[config.mk]
export PLATFORM = sky130hd
export DESIGN_NAME = q2_serial_pattern_gen_flat
export DESIGN_NICKNAME = d
export VERILOG_FILES = /design/src/rtl/q2_serial_pattern_gen_if.sv /design/src/rtl/q2_serial_pattern_gen.sv /design/src/flat_wrapper.sv
export SDC_FILE = /design/constraint.sdc
export NUM_CORES = 1
export LEC_CHECK = 0
export ABC_AREA = 1
export BUFFER_PORTS_ARGS = -buffer_cell sky130_fd_sc_hd__buf_2
export CORE_MARGIN = 2
export CORE_UTILIZATION = 60
export CTS_CLUSTER_DIAMETER = 60
export DETAILED_ROUTE_END_ITERATION = 12
export PLACE_DENSITY_LB_ADDON = 0.3
export SYNTH_ARGS = -nofsm -noshare
export SYNTH_HDL_FRONTEND = slang
export SYNTH_SLANG_ARGS = --single-unit
[constraint.sdc]
create_clock -name clk -period 3.51 [get_ports clk]
set_input_delay 0.351 -clock clk [delete_from_list [all_inputs] [get_ports clk]]
set_output_delay 0.351 -clock clk [all_outputs]
set_load 0.02 [all_outputs]
[src/rtl/q2_serial_pattern_gen_if.sv]
// Request and serial-stream bundle for q2_serial_pattern_gen.
// The master modport is the pattern requester / w consumer; the slave modport is the generator.
interface q2_serial_pattern_gen_if #(
    parameter int PATTERN_W = 8,
    parameter int LEN_W     = 4,
    parameter int REP_W     = 4
);
    logic                 in_valid;
    logic                 in_ready;
    logic [PATTERN_W-1:0] in_data;
    logic [LEN_W-1:0]     in_len;
    logic [REP_W-1:0]     in_repeat;
    logic                 w;
    logic                 w_valid;
    logic                 busy;
    logic                 done;

    modport master (
        output in_valid,
        output in_data,
        output in_len,
        output in_repeat,
        input  in_ready,
        input  w,
        input  w_valid,
        input  busy,
        input  done
    );

    modport slave (
        input  in_valid,
        input  in_data,
        input  in_len,
        input  in_repeat,
        output in_ready,
        output w,
        output w_valid,
        output busy,
        output done
    );
endinterface

[src/rtl/q2_serial_pattern_gen.sv]
// Serial pattern transmitter: shifts a latched pattern out MSB-first on w,
// replaying it in_repeat extra times with a fixed idle gap between passes.
module q2_serial_pattern_gen #(
    parameter int PATTERN_W  = 8,
    parameter int LEN_W      = 4,
    parameter int REP_W      = 4,
    parameter int GAP_CYCLES = 2,
    parameter bit IDLE_LEVEL = 1'b0
) (
    input  logic                   clk,
    input  logic                   reset,
    q2_serial_pattern_gen_if.slave pg
);

    localparam int GAP_W = (GAP_CYCLES > 1) ? $clog2(GAP_CYCLES) : 1;
    localparam logic [LEN_W-1:0] LEN_MAX  = LEN_W'(PATTERN_W);
    localparam logic [GAP_W-1:0] GAP_LOAD = (GAP_CYCLES > 0) ? GAP_W'(GAP_CYCLES - 1) : '0;

    typedef enum logic [1:0] {
        ST_IDLE  = 2'd0,
        ST_SHIFT = 2'd1,
        ST_GAP   = 2'd2
    } state_t;

    state_t               state_r;
    state_t               state_next_s;
    logic [PATTERN_W-1:0] data_r;
    logic [PATTERN_W-1:0] data_next_s;
    logic [LEN_W-1:0]     len_r;
    logic [LEN_W-1:0]     len_next_s;
    logic [LEN_W-1:0]     idx_r;
    logic [LEN_W-1:0]     idx_next_s;
    logic [REP_W-1:0]     rep_r;
    logic [REP_W-1:0]     rep_next_s;
    logic [GAP_W-1:0]     gap_r;
    logic [GAP_W-1:0]     gap_next_s;

    logic                 accept_s;
    logic [LEN_W-1:0]     len_clamped_s;
    logic [PATTERN_W-1:0] shifted_s;

    logic                 w_r;
    logic                 w_valid_r;
    logic                 done_r;
    logic                 w_next_s;
    logic                 w_valid_next_s;
    logic                 done_next_s;
    logic                 in_ready_s;
    logic                 busy_s;

    // Request qualification and length clamp (0 or oversize means full width).
    always_comb begin
        accept_s = pg.in_valid && (state_r == ST_IDLE);
        if ((pg.in_len == '0) || (pg.in_len > LEN_MAX)) begin
            len_clamped_s = LEN_MAX;
        end else begin
            len_clamped_s = pg.in_len;
        end
    end

    // State register.
    always_ff @(posedge clk or posedge reset) begin
        if (reset) begin
            state_r <= ST_IDLE;
        end else begin
            state_r <= state_next_s;
        end
    end

    // Next-state and counter update logic.
    always_comb begin
        state_next_s = state_r;
        data_next_s  = data_r;
        len_next_s   = len_r;
        idx_next_s   = idx_r;
        rep_next_s   = rep_r;
        gap_next_s   = gap_r;
        case (state_r)
            ST_IDLE: begin
                if (accept_s) begin
                    state_next_s = ST_SHIFT;
                    data_next_s  = pg.in_data;
                    len_next_s   = len_clamped_s;
                    idx_next_s   = len_clamped_s - LEN_W'(1);
                    rep_next_s   = pg.in_repeat;
                end else begin
                    state_next_s = ST_IDLE;
                end
            end
            ST_SHIFT: begin
                if (idx_r != '0) begin
                    idx_next_s = idx_r - LEN_W'(1);
                end else if (rep_r != '0) begin
                    rep_next_s = rep_r - REP_W'(1);
                    idx_next_s = len_r - LEN_W'(1);
                    if (GAP_CYCLES > 0) begin
                        state_next_s = ST_GAP;
                        gap_next_s   = GAP_LOAD;
                    end else begin
                        state_next_s = ST_SHIFT;
                    end
                end else begin
                    state_next_s = ST_IDLE;
                end
            end
            ST_GAP: begin
                if (gap_r == '0) begin
                    state_next_s = ST_SHIFT;
                end else begin
                    gap_next_s = gap_r - GAP_W'(1);
                end
            end
            default: begin
                state_next_s = ST_IDLE;
            end
        endcase
    end

    // Latched request, bit index, repeat and gap counters.
    always_ff @(posedge clk or posedge reset) begin
        if (reset) begin
            data_r <= '0;
            len_r  <= '0;
            idx_r  <= '0;
            rep_r  <= '0;
            gap_r  <= '0;
        end else begin
            data_r <= data_next_s;
            len_r  <= len_next_s;
            idx_r  <= idx_next_s;
            rep_r  <= rep_next_s;
            gap_r  <= gap_next_s;
        end
    end

    // Output decode: w/w_valid/done precomputed from the next state so the flops line up with it.
    always_comb begin
        in_ready_s     = (state_r == ST_IDLE);
        busy_s         = (state_r == ST_SHIFT) || (state_r == ST_GAP);
        shifted_s      = data_next_s >> idx_next_s;
        w_valid_next_s = (state_next_s == ST_SHIFT);
        if (w_valid_next_s) begin
            w_next_s = shifted_s[0];
        end else begin
            w_next_s = IDLE_LEVEL;
        end
        done_next_s = (state_r == ST_SHIFT) && (idx_r == '0) && (rep_r == '0);
    end

    // Registered serial outputs.
    always_ff @(posedge clk or posedge reset) begin
        if (reset) begin
            w_r       <= IDLE_LEVEL;
            w_valid_r <= 1'b0;
            done_r    <= 1'b0;
        end else begin
            w_r       <= w_next_s;
            w_valid_r <= w_valid_next_s;
            done_r    <= done_next_s;
        end
    end

    assign pg.w        = w_r;
    assign pg.w_valid  = w_valid_r;
    assign pg.done     = done_r;
    assign pg.in_ready = in_ready_s;
    assign pg.busy     = busy_s;

endmodule

[src/flat_wrapper.sv]
// flat-port wrapper written by rule: the top's interface ports become plain ports
module q2_serial_pattern_gen_flat 
#(
    parameter int PATTERN_W  = 8,
    parameter int LEN_W      = 4,
    parameter int REP_W      = 4,
    parameter int GAP_CYCLES = 2,
    parameter bit IDLE_LEVEL = 1'b0
)
  (clk, reset, pg_in_valid, pg_in_data, pg_in_len, pg_in_repeat, pg_in_ready, pg_w, pg_w_valid, pg_busy, pg_done);
  q2_serial_pattern_gen_if #(.PATTERN_W(PATTERN_W), .LEN_W(LEN_W), .REP_W(REP_W)) pg_i ();
  input  logic clk;
  input  logic reset;
  input wire logic [$bits(pg_i.in_valid)-1:0] pg_in_valid;
  input wire logic [$bits(pg_i.in_data)-1:0] pg_in_data;
  input wire logic [$bits(pg_i.in_len)-1:0] pg_in_len;
  input wire logic [$bits(pg_i.in_repeat)-1:0] pg_in_repeat;
  output wire logic [$bits(pg_i.in_ready)-1:0] pg_in_ready;
  output wire logic [$bits(pg_i.w)-1:0] pg_w;
  output wire logic [$bits(pg_i.w_valid)-1:0] pg_w_valid;
  output wire logic [$bits(pg_i.busy)-1:0] pg_busy;
  output wire logic [$bits(pg_i.done)-1:0] pg_done;
  assign pg_i.in_valid = pg_in_valid;
  assign pg_i.in_data = pg_in_data;
  assign pg_i.in_len = pg_in_len;
  assign pg_i.in_repeat = pg_in_repeat;
  assign pg_in_ready = pg_i.in_ready;
  assign pg_w = pg_i.w;
  assign pg_w_valid = pg_i.w_valid;
  assign pg_busy = pg_i.busy;
  assign pg_done = pg_i.done;
  q2_serial_pattern_gen #(.PATTERN_W(PATTERN_W), .LEN_W(LEN_W), .REP_W(REP_W), .GAP_CYCLES(GAP_CYCLES), .IDLE_LEVEL(IDLE_LEVEL)) u_core (.clk(clk), .reset(reset), .pg(pg_i));
endmodule
Word level (Yosys, flattened, before mapping). Cells that the tools add are included.

Flip-flop bits (word level): 26. Output and inout bits: 5. Logic and storage cells: 59. Input port bits: 19.

Reductions and logical operators: 16. Eq/ne operators: 6. Shifts and indexed selects: 1. $add $sub $neg: 5. $lt $le $gt $ge: 1. Multiplexer cells: 21.

Operators by type and width (count): $mux W4 (7); $mux W8 (2); $pmux W4 S2 (2); $sub A4 B1 Y4 const B (4); $logic_not A4 Y1 (3); $reduce_bool A4 Y1 (2); $shr A8 B4 Y1 (1); $mux W2 (3); $pmux W2 S3 (1); $mux W1 (5); $eq A2 B1 Y1 const B (2); $gt A4 B4 Y1 const B (1); $ne A2 B1 Y1 const B (2); $reduce_and A4 Y1 (1); $reduce_bool A2 Y1 (2); $logic_and A1 B1 Y1 (3); $reduce_and A3 Y1 (1); $eq A2 B2 Y1 const B (1); $logic_not A2 Y1 (1); $logic_or A1 B1 Y1 (2); $ne A2 B2 Y1 const B (1); $pmux W1 S2 (1); $reduce_and A2 Y1 (1); $sub A1 B1 Y1 const B (1).

Logic depth before layout (Yosys ltp). Gate-level depths: netlist (run 1).

Word-level depth: 8. Depth in mapped cells: 16.

Worst setup path before layout (run 1). Ideal clock, no wire load.

Kind: register to register. From: reg u_core.state_r[0]. To: reg u_core.w_r, in the netlist u_core.pg.w. Required time: 3.439 ns. Setup slack: 1.773 ns. Data arrival time: 1.666 ns. Cell stages (with the launch flop): 12. Path buffers: 1. Library setup time: 0.071 ns. Period minus slack after synthesis: 1.737 ns. Cells stage by stage: dfrtp_1 -> inv_1 -> ha_1 -> nand2_2 -> inv_2 -> buf_4 -> nor2_1 -> a21oi_2 -> nand2_1 -> nor2_1 -> nand2_1 -> nor2_1.

Cells in the longest elaborated chain, start to end: 6. Elaborated cells between the ends (all ways): 15. Classes of those cells: eq/ne (3); shift (1); mux (9); reduce/logical (2).

RTL lines: from (decl) (line q2_serial_pattern_gen.sv:25) `state_t state_r;`; from (signal assigned) (line q2_serial_pattern_gen.sv:66) `state_r <= state_next_s;`; $logic_not A2 Y1 (*); net pg_in_ready (line flat_wrapper.sv:18) `output wire logic [$bits(pg_i.in_ready)-1:0] pg_in_ready;`; $logic_and A1 B1 Y1 (line q2_serial_pattern_gen.sv:53) `accept_s = pg.in_valid && (state_r == ST_IDLE);`; $mux W1 (line q2_serial_pattern_gen.sv:80) `if (accept_s) begin`; $pmux W2 S3 (*) (line q2_serial_pattern_gen.sv:78) `case (state_r)`; net u_core.state_next_s[0] (line q2_serial_pattern_gen.sv:26) `state_t state_next_s;`; $eq A2 B1 Y1 (*) (line q2_serial_pattern_gen.sv:141) `w_valid_next_s = (state_next_s == ST_SHIFT);`; $mux W1 (*) (line q2_serial_pattern_gen.sv:142) `if (w_valid_next_s) begin`; net u_core.w_next_s (line q2_serial_pattern_gen.sv:45) `logic w_next_s;`; to (signal assigned) (line q2_serial_pattern_gen.sv:157) `w_r <= w_next_s;`; to (decl) (line q2_serial_pattern_gen.sv:42) `logic w_r;`.

The timed path passes the listed nets; every way through them passes the cells marked *. A chain may end at the register's enable or synchronous reset.

Worst setup path after layout (run 1).
From: reg u_core.state_r[0]. To: reg u_core.w_r, in the netlist u_core.pg.w.

Cells in the longest elaborated chain, start to end: 6. Elaborated cells between the ends (all ways): 15. Classes of those cells: eq/ne (3); shift (1); mux (9); reduce/logical (2).

RTL lines: $logic_not A2 Y1 (line q2_serial_pattern_gen.sv:53, q2_serial_pattern_gen.sv:78); $logic_and A1 B1 Y1 (line q2_serial_pattern_gen.sv:53); $mux W4 (line q2_serial_pattern_gen.sv:80); $pmux W4 S2 (*) (line q2_serial_pattern_gen.sv:78); net u_core.idx_next_s[0] (line q2_serial_pattern_gen.sv:32) `logic [LEN_W-1:0] idx_next_s;`; $shr A8 B4 Y1 (*) (line q2_serial_pattern_gen.sv:140) `shifted_s = data_next_s >> idx_next_s;`; $mux W1 (*) (line q2_serial_pattern_gen.sv:142); net u_core.w_next_s (line q2_serial_pattern_gen.sv:45).

Marked as above.

==> key figures, run 1 <==
Status
  – Status: finished clean

Place
  – Routability congestion estimate: 0.923
  – Pre-CTS WS: 1420 ps
  – Dpl hpwl: between 2000 and 3000 um
  – # port buffers: 23
  – Post-Place Cells: 250

Clock tree
  – Worst-Skew Late Latency: 330 ps
  – TritonCTS clock tree: built
  – Longest Clk Path Bufs: 2
  – Postcts setup bufs: 0
  – Cts bufs inserted: 3
  – Post-CTS resize count: 0
  – CTS H-tree depth: 1
  – Worst-path clk slew: 140 ps
  – CTS Hold Bufs: 0
  – Sink Count: 26
  – Clock root buffer: clkbuf_4

Power
  – Psw: 107 uW
  – Flop pwr share: a little over 60%
  – Pleak: 0.966 nW
  – Pwr dens: about 270 nW/um^2
  – Switching share of power: between 20% and 30%
  – Comb pwr share: 5.0%
  – P_int: ~370 uW
  – Clock network fraction of total power: 32.6%
  – Worst VDD drop: 0.000320 V

Setup path
  – Slowest cell on crit path: dfrtp_1
  – Critical path class: flip-flop to flip-flop
  – Critical path cell sequence: inv_1, ha_1, nand2_2, inv_2, nand2_1, nand2_1, nand2_4, nand2_4, nand2_1, nand3_1, nand2_1, nand2_1, nand2_1, nor2_1
  – CP endpoint kind: flip-flop
  – Delay-heaviest family, CP: simple AND/OR/NAND/NOR gates
  – Arrival @ worst endpoint: 2390 ps
  – WP buf/inv: 2
  – Startpoint class of the critical path: flip-flop
  – Critical Path RT: roughly 3800 ps
  – Max FO, Critical Path: 15
  – Most frequent cell on the critical path: nand2_1
  – Crit path depth: 14
  – Worst r2r src: u_core.state_r[0]$_DFF_PP0_
  – R2R cell count: 14
  – Critical Path Start: u_core.state_r[0]$_DFF_PP0_
  – Max stage delay on crit path: 450 ps

Yosys
  – Synth Net Count: 228
  – Warnings from Yosys: 0
  – Post-synth ARST share: 100%
  – Mapped Avg Cell Area: 7.89 um^2
  – Yosys top cell area share: about two fifths
  – Largest cells by area after synthesis: dfrtp_1, nand2_1, ha_1
  – Syn Std Cell Area: 1580 um^2
  – Biggest area consumer among synthesized cells: dfrtp_1
  – Post-Syn Instances: 200
  – Main synth FF type: dfrtp_1
  – Sequential share of the synthesized area: 41.2%
  – Flops & latches, synth: 26
  – Cell variety after synth: 30
  – Number of synthesized flops with an enable pin: 0

Final layout
  – Finished Layout Cells: 254
  – Share of cells above drive strength 1: between 10% and 20%
  – NumNets Final: 253
  – Diode count: 0
  – P&R area growth vs syn: 10.7%

GRT
  – Initial antenna violation count: 0
  – GRT Total Usage: 23.4%
  – Largest net degree at the start of global routing: 27
  – Global-route wire length before repair: roughly 5700 um
  – Total congestion overflow: 0
  – Vias in the first global route: roughly 1400

Drt
  – Wire length on met3: between 100 and 150 um
  – Wire per inst: 13.4 um
  – Wirelength, routed: 3400 um
  – Top sig layer: met4
  – First-pass iteration count of the detailed router: 4
  – DR iter-0 viols: 55
  – WL met2: about 1700 um
  – Via density: approximately 5.3
  – Antenna viol nets, final: 0
  – Vias post-DR: 1349
  – Metal-1 WL: approximately 1500 um
  – DRC Markers: 0

Die
  – Starting Density: a little under two thirds
  – Row cnt: 18
  – Die W: 55.3 um
  – Die Y: around 55 um
  – Io pins: 24
  – Total Die Area: 3060 um^2
  – Core Box Area: 2480 um^2

STA
  – Actual slew at the worst max-slew pin: 972 ps
  – Hold Fails Final Rpt: 0
  – Max-slew headroom: 35.2%
  – Fmax: 472 MHz
  – Final setup margin: around 1400 ps
  – Max-slew violations: 0
  – Final min period: 2120 ps
  – Skew final: between 2 and 2.5 ps
  – Unrepaired setup endpoints after global routing: false
  – Tcrit/Tclk final: 60.4%
  – Setup_tns: 0 ps
  – Setup violators final: 0

Worst hold path
  – Worst hold path class: primary input to asynchronous set/reset pin

Run
  – Max cap viols: 0
[final timing paths]
path | end | slack [ps]
max | u_core.pg.w$_DFF_PP0_ | 1390
min | u_core.rep_r[0]$_DFFE_PP0P_ | 220
max reg2reg | u_core.pg.w$_DFF_PP0_ | 1390
min reg2reg | u_core.data_r[4]$_DFF_PP0_ | 500
max in group asynchronous | u_core.idx_r[3]$_DFF_PP0_ | 2710
min in group clk | u_core.data_r[4]$_DFF_PP0_ | 240
[logic make-up (layout without fill, tap and decap cells)]
family / Yosys count / after routing / share of synthesized area, %
AOI/OAI and AO/OA: 29 / 29 / 11.7
adders and majority gates: 9 / 9 / 7.14
xor gates and xnor gates: 4 / 4 / 2.22
and+or+nand+nor: 101 / 101 / 29.7
DFF: 26 / 26 / 41.2
buffers and inverters: 31 / 55 / 7.93
[metal layers]
| metal | track usage, % | vias up |
|---|---|---|
| li1 | - | 679 |
| met1 | 29.0 | 629 |
| met2 | 40.3 | 34 |
| met3 | 3.75 | 7 |
| met4 | 9.76 | 0 |
| met5 | 0 | - |
[area by class of cell]
class | instances | area [um^2]
Timing Repair Buffer | 23 | 115
Fill cell | 189 | 731
Sequential cell | 26 | 651
Clock buffer | 4 | 36.3
Inverter | 28 | 105
Multi-Input combinational cell | 143 | 802
Tap cell | 30 | 37.5
[power groups by stage]
stage / Clock (mW) / Sequential [mW] / Combinational, mW
final: 0.157 / 0.300 / 0.0241
after global routing: 0.171 / 0.300 / 0.0285
after CTS: 0.155 / 0.300 / 0.0245
after detailed placement: 0 / 0.305 / 0.0244
after global placement: 0 / 0.305 / 0.0234
after floorplan: 0 / 0.305 / 0.0110
[cell usage after synthesis (2+ instances only)]
| library cell | instances |
|---|---|
| a21oi_1 | 4 |
| a21oi_2 | 2 |
| buf_4 | 2 |
| dfrtp_1 | 26 |
| ha_1 | 9 |
| inv_1 | 26 |
| inv_2 | 2 |
| nand2_1 | 59 |
| nand2_2 | 2 |
| nand2_4 | 4 |
| nand3_1 | 13 |
| nor2_1 | 15 |
| nor2_2 | 2 |
| nor2_4 | 3 |
| o21ai_0 | 14 |
| xnor2_1 | 2 |
| xor2_1 | 2 |
[layout by cell type, fill, tap and decap left out, drive strengths merged, types with 2 or more instances in the layout]
cell | Yosys | layout
xnor2 | 2 | 2
dfrtp | 26 | 26
o21ai | 14 | 14
buf | 3 | 23
nor2 | 20 | 20
ha | 9 | 9
nand3 | 14 | 14
clkbuf | 0 | 4
nand2 | 65 | 65
a21oi | 7 | 7
xor2 | 2 | 2
inv | 28 | 28
[through the flow]
step                      total power, mW  instance area [um^2]  hold WS, ps  utilization, %
after CTS                           0.479                  1750          240            70.5
after detailed placement            0.330                  1710          467            69.0
final                               0.480                  1750          216            70.5
after floorplan                     0.316                  1580          391               -
after global routing                0.499                  1750          250            70.5
after global placement              0.329                  1710          478            69.0
[registers in the layout, summed over array words and instances, names as in the netlist]
signal             count
u_core.rep_r           4
u_core.gap_r           1
u_core.data_r          8
u_core.pg.done         1
u_core.pg.w            1
u_core.idx_r           4
u_core.len_r           4
u_core.state_r         2
u_core.pg.w_valid      1
[worst reg2reg max path: stages (launching register included)]
cell,delay [ps]
dfrtp_1,450
inv_1,120
ha_1,290
nand2_2,220
inv_2,240
nand2_1,110
nand2_1,110
nand2_4,90
nand2_4,80
nand2_1,60
nand3_1,70
nand2_1,50
nand2_1,50
nand2_1,40
nor2_1,80
(Power assumes the default switching activity.)
==> run 2: changes to the inputs <==
--- a/config.mk
+++ b/config.mk
@@ -5,10 +5,10 @@
 export SDC_FILE = /design/constraint.sdc
 export NUM_CORES = 1
 export LEC_CHECK = 0
-export ABC_AREA = 1
+export ABC_AREA = 0
 export BUFFER_PORTS_ARGS = -buffer_cell sky130_fd_sc_hd__buf_2
 export CORE_MARGIN = 2
-export CORE_UTILIZATION = 60
+export CORE_UTILIZATION = 50
 export CTS_CLUSTER_DIAMETER = 60
 export DETAILED_ROUTE_END_ITERATION = 12
 export PLACE_DENSITY_LB_ADDON = 0.3
==> constraint.sdc (replaced) <==
create_clock -name clk -period 1.7 [get_ports clk]
set_input_delay 0.17 -clock clk [delete_from_list [all_inputs] [get_ports clk]]
set_output_delay 0.17 -clock clk [all_outputs]
set_load 0.02 [all_outputs]
==> key figures, run 2 <==
Status
  – Status: finished with violations
  – Violated checks: design-rule violations, negative setup slack

Clock tree
  – CTS H-tree depth: 1
  – Clock root buffer: clkbuf_4
  – Cts bufs inserted: 3
  – Worst-Skew Late Latency: 340 ps
  – Worst-path clk slew: 140 ps
  – TritonCTS clock tree: built
  – Sink Count: 26
  – Longest Clk Path Bufs: 2

Drt
  – Antenna viol nets, final: 0
  – Via density: 5.47
  – Vias post-DR: 1439
  – DR iter-0 viols: 93
  – Wirelength, routed: 4540 um
  – Wire per inst: 17.3 um
  – DRC Markers: 2
  – First-pass iteration count of the detailed router: 8

Final layout
  – Commonest cells after routing, fill and taps aside: buf_4, dfrtp_1, buf_2
  – Leading cell type in the layout, fill and taps excluded: buf_4
  – P&R area growth vs syn: 57.3%
  – NumNets Final: ~260
  – Diode count: 0
  – Largest Register: u_core.data_r
  – Fill cell count: 159
  – Finished Layout Cells: 263
  – Share of cells above drive strength 1: 59.5%
  – Largest register FFs: 8

Die
  – Io pins: 24
  – Starting Density: 53.3%
  – Die W: 58.7 um
  – Core Box Area: 2810 um^2
  – Row cnt: 19
  – Die Y: 58.7 um
  – Total Die Area: roughly 3400 um^2

GRT
  – Initial antenna violation count: 0
  – Total congestion overflow: 0
  – Global-route wire length before repair: 7000 um
  – GRT Total Usage: between 20% and 30%
  – Largest net degree at the start of global routing: 27
  – Vias in the first global route: 1502

Yosys
  – Flops & latches, synth: 26
  – Main synth FF type: dfrtp_1
  – Commonest cells post-synth: dfrtp_1, inv_1, o21ai_1, ha_1, nand2_1
  – Synth Net Count: 174
  – Number of synthesized flops with an enable pin: 0
  – Top-count cell post-synth: dfrtp_1
  – Largest family of logic cells by synthesized area: simple AND/OR/NAND/NOR gates
  – Mux cell area share after synthesis: 10.4%
  – Compound-gate portion of the synthesized area: 15.3%
  – Post-synth ARST share: 100%
  – Post-synthesis xor/xnor area fraction: 1.76%
  – Cell variety after synth: 43
  – Warnings from Yosys: 0
  – Syn Std Cell Area: 1500 um^2
  – Yosys top cell area share: 43.5%
  – Post-Synth Adder-Cell Area: 7.53%
  – Simple-gate area share of the yosys netlist: 16.3%
  – Biggest area consumer among synthesized cells: dfrtp_1
  – Mapped Avg Cell Area: 10.2 um^2
  – Largest cells by area after synthesis: dfrtp_1, ha_1, mux2_2
  – Sequential share of the synthesized area: 43.5%
  – Post-Syn Instances: ~150

Setup path
  – Worst r2r src: u_core.idx_r[1]$_DFF_PP0_
  – Startpoint class of the critical path: flip-flop
  – Max FO, Critical Path: 5
  – Critical path cell sequence: inv_2, ha_4, or3b_4, or4_4, and3_4, mux2_4, a211oi_2, a211oi_2
  – Slowest cell on crit path: or4_4
  – Critical path class: flip-flop to flip-flop
  – Critical Path RT: 1940 ps
  – Arrival @ worst endpoint: 2670 ps
  – Flop-to-flop setup slack: -730 ps
  – Max stage delay on crit path: 510 ps
  – CP endpoint kind: flip-flop
  – Most frequent cell on the critical path: a211oi_2
  – R2r endpoint: u_core.pg.w$_DFF_PP0_
  – R2R cell count: 8

Place
  – # port buffers: 23
  – Dpl hpwl: ~3000 um
  – Post-Place Cells: 241
  – Routability congestion estimate: 0.860

STA
  – Unrepaired setup endpoints after global routing: true
  – Max-slew violations: 0
  – Tcrit/Tclk final: 143%
  – Max-slew headroom: 75.4%
  – Actual slew at the worst max-slew pin: 366 ps
  – Hold Fails Final Rpt: 0
  – Skew final: 1.47 ps
  – Final min period: 2430 ps
  – Fmax: 412 MHz
  – Setup violators final: 12
  – WHS: approximately 70 ps
  – Final setup margin: -730 ps

Power
  – Worst VDD drop: ~0.0013 V
  – Pleak: 1.12 nW
  – Pwr dens: 2090 nW/um^2

Worst hold path
  – Worst hold path class: primary input to flip-flop
  – Min-Delay Endpoint: u_core.data_r[7]$_DFF_PP0_
  – Hold Crit Depth: 2
  – Hold Startpoint: pg_in_data[7]

Run
  – Max cap viols: 0
## run 2: changes by cell type in the layout (fill, tap and decap cells not counted), moves of 7 or more
cell     before  now
nand3_1      13    5
mux2_2        0    7
nand2_1      59    7
nor2_1       15    5
o21ai_0      14    1
inv_1        26    9
buf_6         0   10
o21ai_1       0    7
buf_4         0   52
## run 2: per-layer routing
layer | GRT usage, % | vias to the layer above | wire length, um
met1 | 34.7 | 693 | 1990
met5 | 0 | - | 0
met3 | 4.18 | 9 | 162
met2 | 49.4 | 44 | 2280
met4 | 10.1 | 0 | 106
li1 | - | 693 | -
## run 2: logic make-up after synthesis
kind of cell	after synthesis
compound gates	33
flops	26
buf+inv	18
simple gates	43
mux	14
fa+ha+maj	9
xor+xnor	3
## run 2: repair_timing
item                                    in CTS  in global routing
resized for setup                           31                 15
pin swaps                                   11                  7
endpoints found under the setup margin      11                 20
hold buffers                                 1                  0
setup buffers                               17                  4
endpoints found under the hold margin       26                  0
## run 2: critical path: cells and delay by family (launching register included)
kind	cells	cell delay, ps
simple gates	3	1100
flops	1	430
mux	1	300
compound gates	2	270
fa+ha+maj	1	130
buf+inv	1	90
## run 2: power by group
| group | internal (mW) | leakage [nW] | switching [mW] | total (mW) |
|---|---|---|---|---|
| registers | 0.907 | 0.315 | 0.177 | 1.08 |
| logic | 1.83 | 0.781 | 1.55 | 3.38 |
| clock network | 0.239 | 0.0279 | 0.201 | 0.440 |
| total | 2.98 | 1.12 | 1.93 | 4.91 |
## run 2: metrics by stage
step / worst slack, ps / total power [mW] / instance area, um^2 / setup TNS [ps] / utilization, %
global route: -776 / 5.17 / 2350 / -5280 / 83.9
finish: -730 / 4.91 / 2350 / -4400 / 83.9
floorplan: -777 / 2.61 / 1520 / -1310 / -
global placement: -637 / 3.55 / 1980 / -2350 / 70.5
detailed placement: -720 / 3.67 / 1980 / -2870 / 70.5
CTS: -676 / 4.64 / 2290 / -4840 / 81.8
## run 2: cell type report
class | count | area (um^2) | share of cell area, %
timing repair buffer | 86 | 628 | 26.7
clock inverter | 1 | 30.0 | 1.28
tap | 31 | 38.8 | 1.65
sequential | 26 | 652 | 27.7
clock buffer | 3 | 22.5 | 0.957
inverter | 14 | 52.6 | 2.23
multi-input combinational | 102 | 930 | 39.5
## run 2: worst max path at each step
stage | start | to | depth (start not counted)
5_1_grt | u_core.idx_r[1]$_DFF_PP0_ | u_core.pg.w$_DFF_PP0_ | 8
4_1_cts | u_core.idx_r[1]$_DFF_PP0_ | u_core.pg.w$_DFF_PP0_ | 8
2_1_floorplan | u_core.idx_r[1]$_DFF_PP0_ | u_core.pg.w$_DFF_PP0_ | 9
3_5_place_dp | u_core.idx_r[1]$_DFF_PP0_ | u_core.pg.w$_DFF_PP0_ | 8
6_report | u_core.idx_r[1]$_DFF_PP0_ | u_core.pg.w$_DFF_PP0_ | 8
3_3_place_gp | u_core.idx_r[1]$_DFF_PP0_ | u_core.pg.w$_DFF_PP0_ | 8
==> run 3: changes to the inputs <==
--- a/config.mk
+++ b/config.mk
@@ -5,8 +5,8 @@
 export SDC_FILE = /design/constraint.sdc
 export NUM_CORES = 1
 export LEC_CHECK = 0
-export ABC_AREA = 0
-export BUFFER_PORTS_ARGS = -buffer_cell sky130_fd_sc_hd__buf_2
+export ABC_AREA = 1
+export BUFFER_PORTS_ARGS = -buffer_cell sky130_fd_sc_hd__buf_4
 export CORE_MARGIN = 2
 export CORE_UTILIZATION = 50
 export CTS_CLUSTER_DIAMETER = 60
==> key figures, run 3 (synthesis results as in run 1) <==
Power
  – Pwr dens: roughly 440 nW/um^2
  – Worst VDD drop: around 0.00043 V
  – Pleak: 1.13 nW

Setup path
  – CP endpoint kind: flip-flop
  – Arrival @ worst endpoint: 1970 ps
  – Max stage delay on crit path: 410 ps
  – Flop-to-flop setup slack: -40 ps
  – Most frequent cell on the critical path: nand2_1
  – Delay-heaviest family, CP: simple AND/OR/NAND/NOR gates
  – Critical path cell sequence: inv_2, ha_4, nand2_4, nor2_4, inv_2, o21ai_0, nand3_1, nand3b_1, nand3_2, nand2_1, nand2_1, nand2_1, nor2_1
  – R2R cell count: 13
  – Worst r2r src: u_core.rep_r[0]$_DFFE_PP0P_
  – Slowest cell on crit path: dfrtp_1
  – Critical Path RT: 1930 ps
  – Startpoint class of the critical path: flip-flop
  – Critical path class: flip-flop to flip-flop
  – Max FO, Critical Path: 5
  – WP buf/inv: 2
  – Critical Path Start: u_core.rep_r[0]$_DFFE_PP0P_
  – R2r endpoint: u_core.pg.w$_DFF_PP0_

Run
  – Max cap viols: 0

Clock tree
  – TritonCTS clock tree: built
  – Sink Count: 26
  – Clock root buffer: clkbuf_4
  – Worst-path clk slew: 130 ps
  – Longest Clk Path Bufs: 2
  – Worst-Skew Late Latency: roughly 320 ps
  – CTS H-tree depth: 1
  – Cts bufs inserted: 3

Die
  – Core Box Area: 3030 um^2
  – Die W: between 60 and 70 um
  – Total Die Area: 3620 um^2
  – Die Y: around 60 um
  – Io pins: 24
  – Row cnt: 20
  – Starting Density: 52.1%

STA
  – Max-slew headroom: 77.4%
  – Setup_tns: -80.7 ps
  – Unrepaired setup endpoints after global routing: true
  – Final setup margin: -41.9 ps
  – Fmax: between 500 and 600 MHz
  – WHS: approximately 62 ps
  – Final min period: 1740 ps
  – Tcrit/Tclk final: 102%
  – Hold Fails Final Rpt: 0
  – Skew final: 0.922 ps
  – Actual slew at the worst max-slew pin: 335 ps
  – Max-slew violations: 0
  – Setup violators final: 2

GRT
  – Largest net degree at the start of global routing: 27
  – M2 GR Usage: 38.7%
  – Global-route wire length before repair: 5580 um
  – Vias in the first global route: ~1400
  – GRT Total Usage: around 21%
  – Total congestion overflow: 0
  – Initial antenna violation count: 0
  – GRT busiest layer: met2
  – GR Util met1: 22.5%
  – GR met3 Demand/Resource: 3.25%

Final layout
  – P&R area growth vs syn: 34.8%
  – Largest register FFs: 8
  – Commonest cells after routing, fill and taps aside: nand2_1, buf_4, dfrtp_1
  – Area occupied by multi-input gates: between 900 and 1000 um^2
  – NumNets Final: 280
  – Largest Register: u_core.data_r
  – Share of cells above drive strength 1: 36.4%
  – Leading cell type in the layout, fill and taps excluded: nand2_1
  – Fill cell count: between 200 and 250
  – FF/Latch Area: 652 um^2
  – Diode count: 0

Place
  – # port buffers: 23
  – Dpl hpwl: between 2000 and 3000 um
  – Routability congestion estimate: 0.841

Drt
  – Antenna viol nets, final: 0
  – First-pass iteration count of the detailed router: 4
  – Wirelength, routed: about 3300 um
  – DR iter-0 viols: 25
  – Wire per inst: 11.3 um
  – DRC Markers: 0
  – Vias post-DR: 1424
  – Via density: 4.84

Worst hold path
  – Worst hold path class: primary input to flip-flop
  – Hold Crit Depth: 3
  – Min-Delay Endpoint: u_core.data_r[4]$_DFF_PP0_
  – Hold Startpoint: pg_in_data[4]

Status
  – Violated checks: negative setup slack
  – Status: finished with violations
## run 3: cell types whose count changed in the layout (fill, tap and decap cells not counted), moves of 7 or more
cell     previous run  this run
nand2_1             7        54
buf_2              23         0
o21ai_0             1        13
inv_1               9        20
nor2_1              5        14
buf_6              10         3
mux2_2              7         0
## run 3: worst max path at each step
| stage | cells after the start | to |
|---|---|---|
| after floorplan | 11 | u_core.pg.w$_DFF_PP0_ |
| after global placement | 14 | u_core.pg.w$_DFF_PP0_ |
| after detailed placement | 16 | u_core.pg.w$_DFF_PP0_ |
| after CTS | 15 | u_core.pg.w$_DFF_PP0_ |
| after global routing | 14 | u_core.pg.w$_DFF_PP0_ |
| final | 13 | u_core.pg.w$_DFF_PP0_ |
## run 3: cell type report
type / instances / share of cell area (%)
multi-input combinational: 143 / 42.5
sequential: 26 / 30.6
timing repair buffer: 50 / 18.3
inverter: 28 / 4.94
tap: 44 / 2.59
clock buffer: 3 / 1.06
## run 3: worst register-to-register path: stages, from the launching register on
cell	delay, ps
dfrtp_1	410
inv_2	80
ha_4	150
nand2_4	50
nor2_4	190
inv_2	60
o21ai_0	80
nand3_1	140
nand3b_1	170
nand3_2	90
nand2_1	70
nand2_1	60
nand2_1	80
nor2_1	40
## run 3: per-stage QoR
| step | cell area (um^2) | worst slack (ps) | total power, mW | utilization [%] | instances |
|---|---|---|---|---|---|
| floorplan | 1580 | 63.3 | 0.653 | - | 200 |
| global placement | 1940 | -87.8 | 0.694 | 64.0 | 284 |
| detailed placement | 1940 | -152 | 0.696 | 64.0 | 284 |
| CTS | 2080 | -2.89 | 0.955 | 68.6 | 291 |
| global route | 2130 | -146 | 0.983 | 70.2 | 294 |
| finish | 2130 | -41.9 | 0.939 | 70.2 | 294 |
## run 3: routing by layer
metal,up-vias,wire length (um),part of all wire (%)
met4,0,84,2.5
met2,24,1700,51
li1,737,-,-
met1,655,1450,44
met5,-,0,0
met3,8,85,2.6
## run 3: where the power goes
group	total, mW	switching, mW	internal (mW)
combinational	0.0664	0.0297	0.0366
clock	0.254	0.171	0.0832
sequential	0.618	0	0.618
total	0.939	0.200	0.738
## run 3: what timing repair did
action	in CTS	in global routing
buffers inserted	3	3
hold buffers	1	0
pin swaps	11	12
setup endpoints to repair	1	4
endpoints found under the hold margin	26	0
resized for setup	22	11
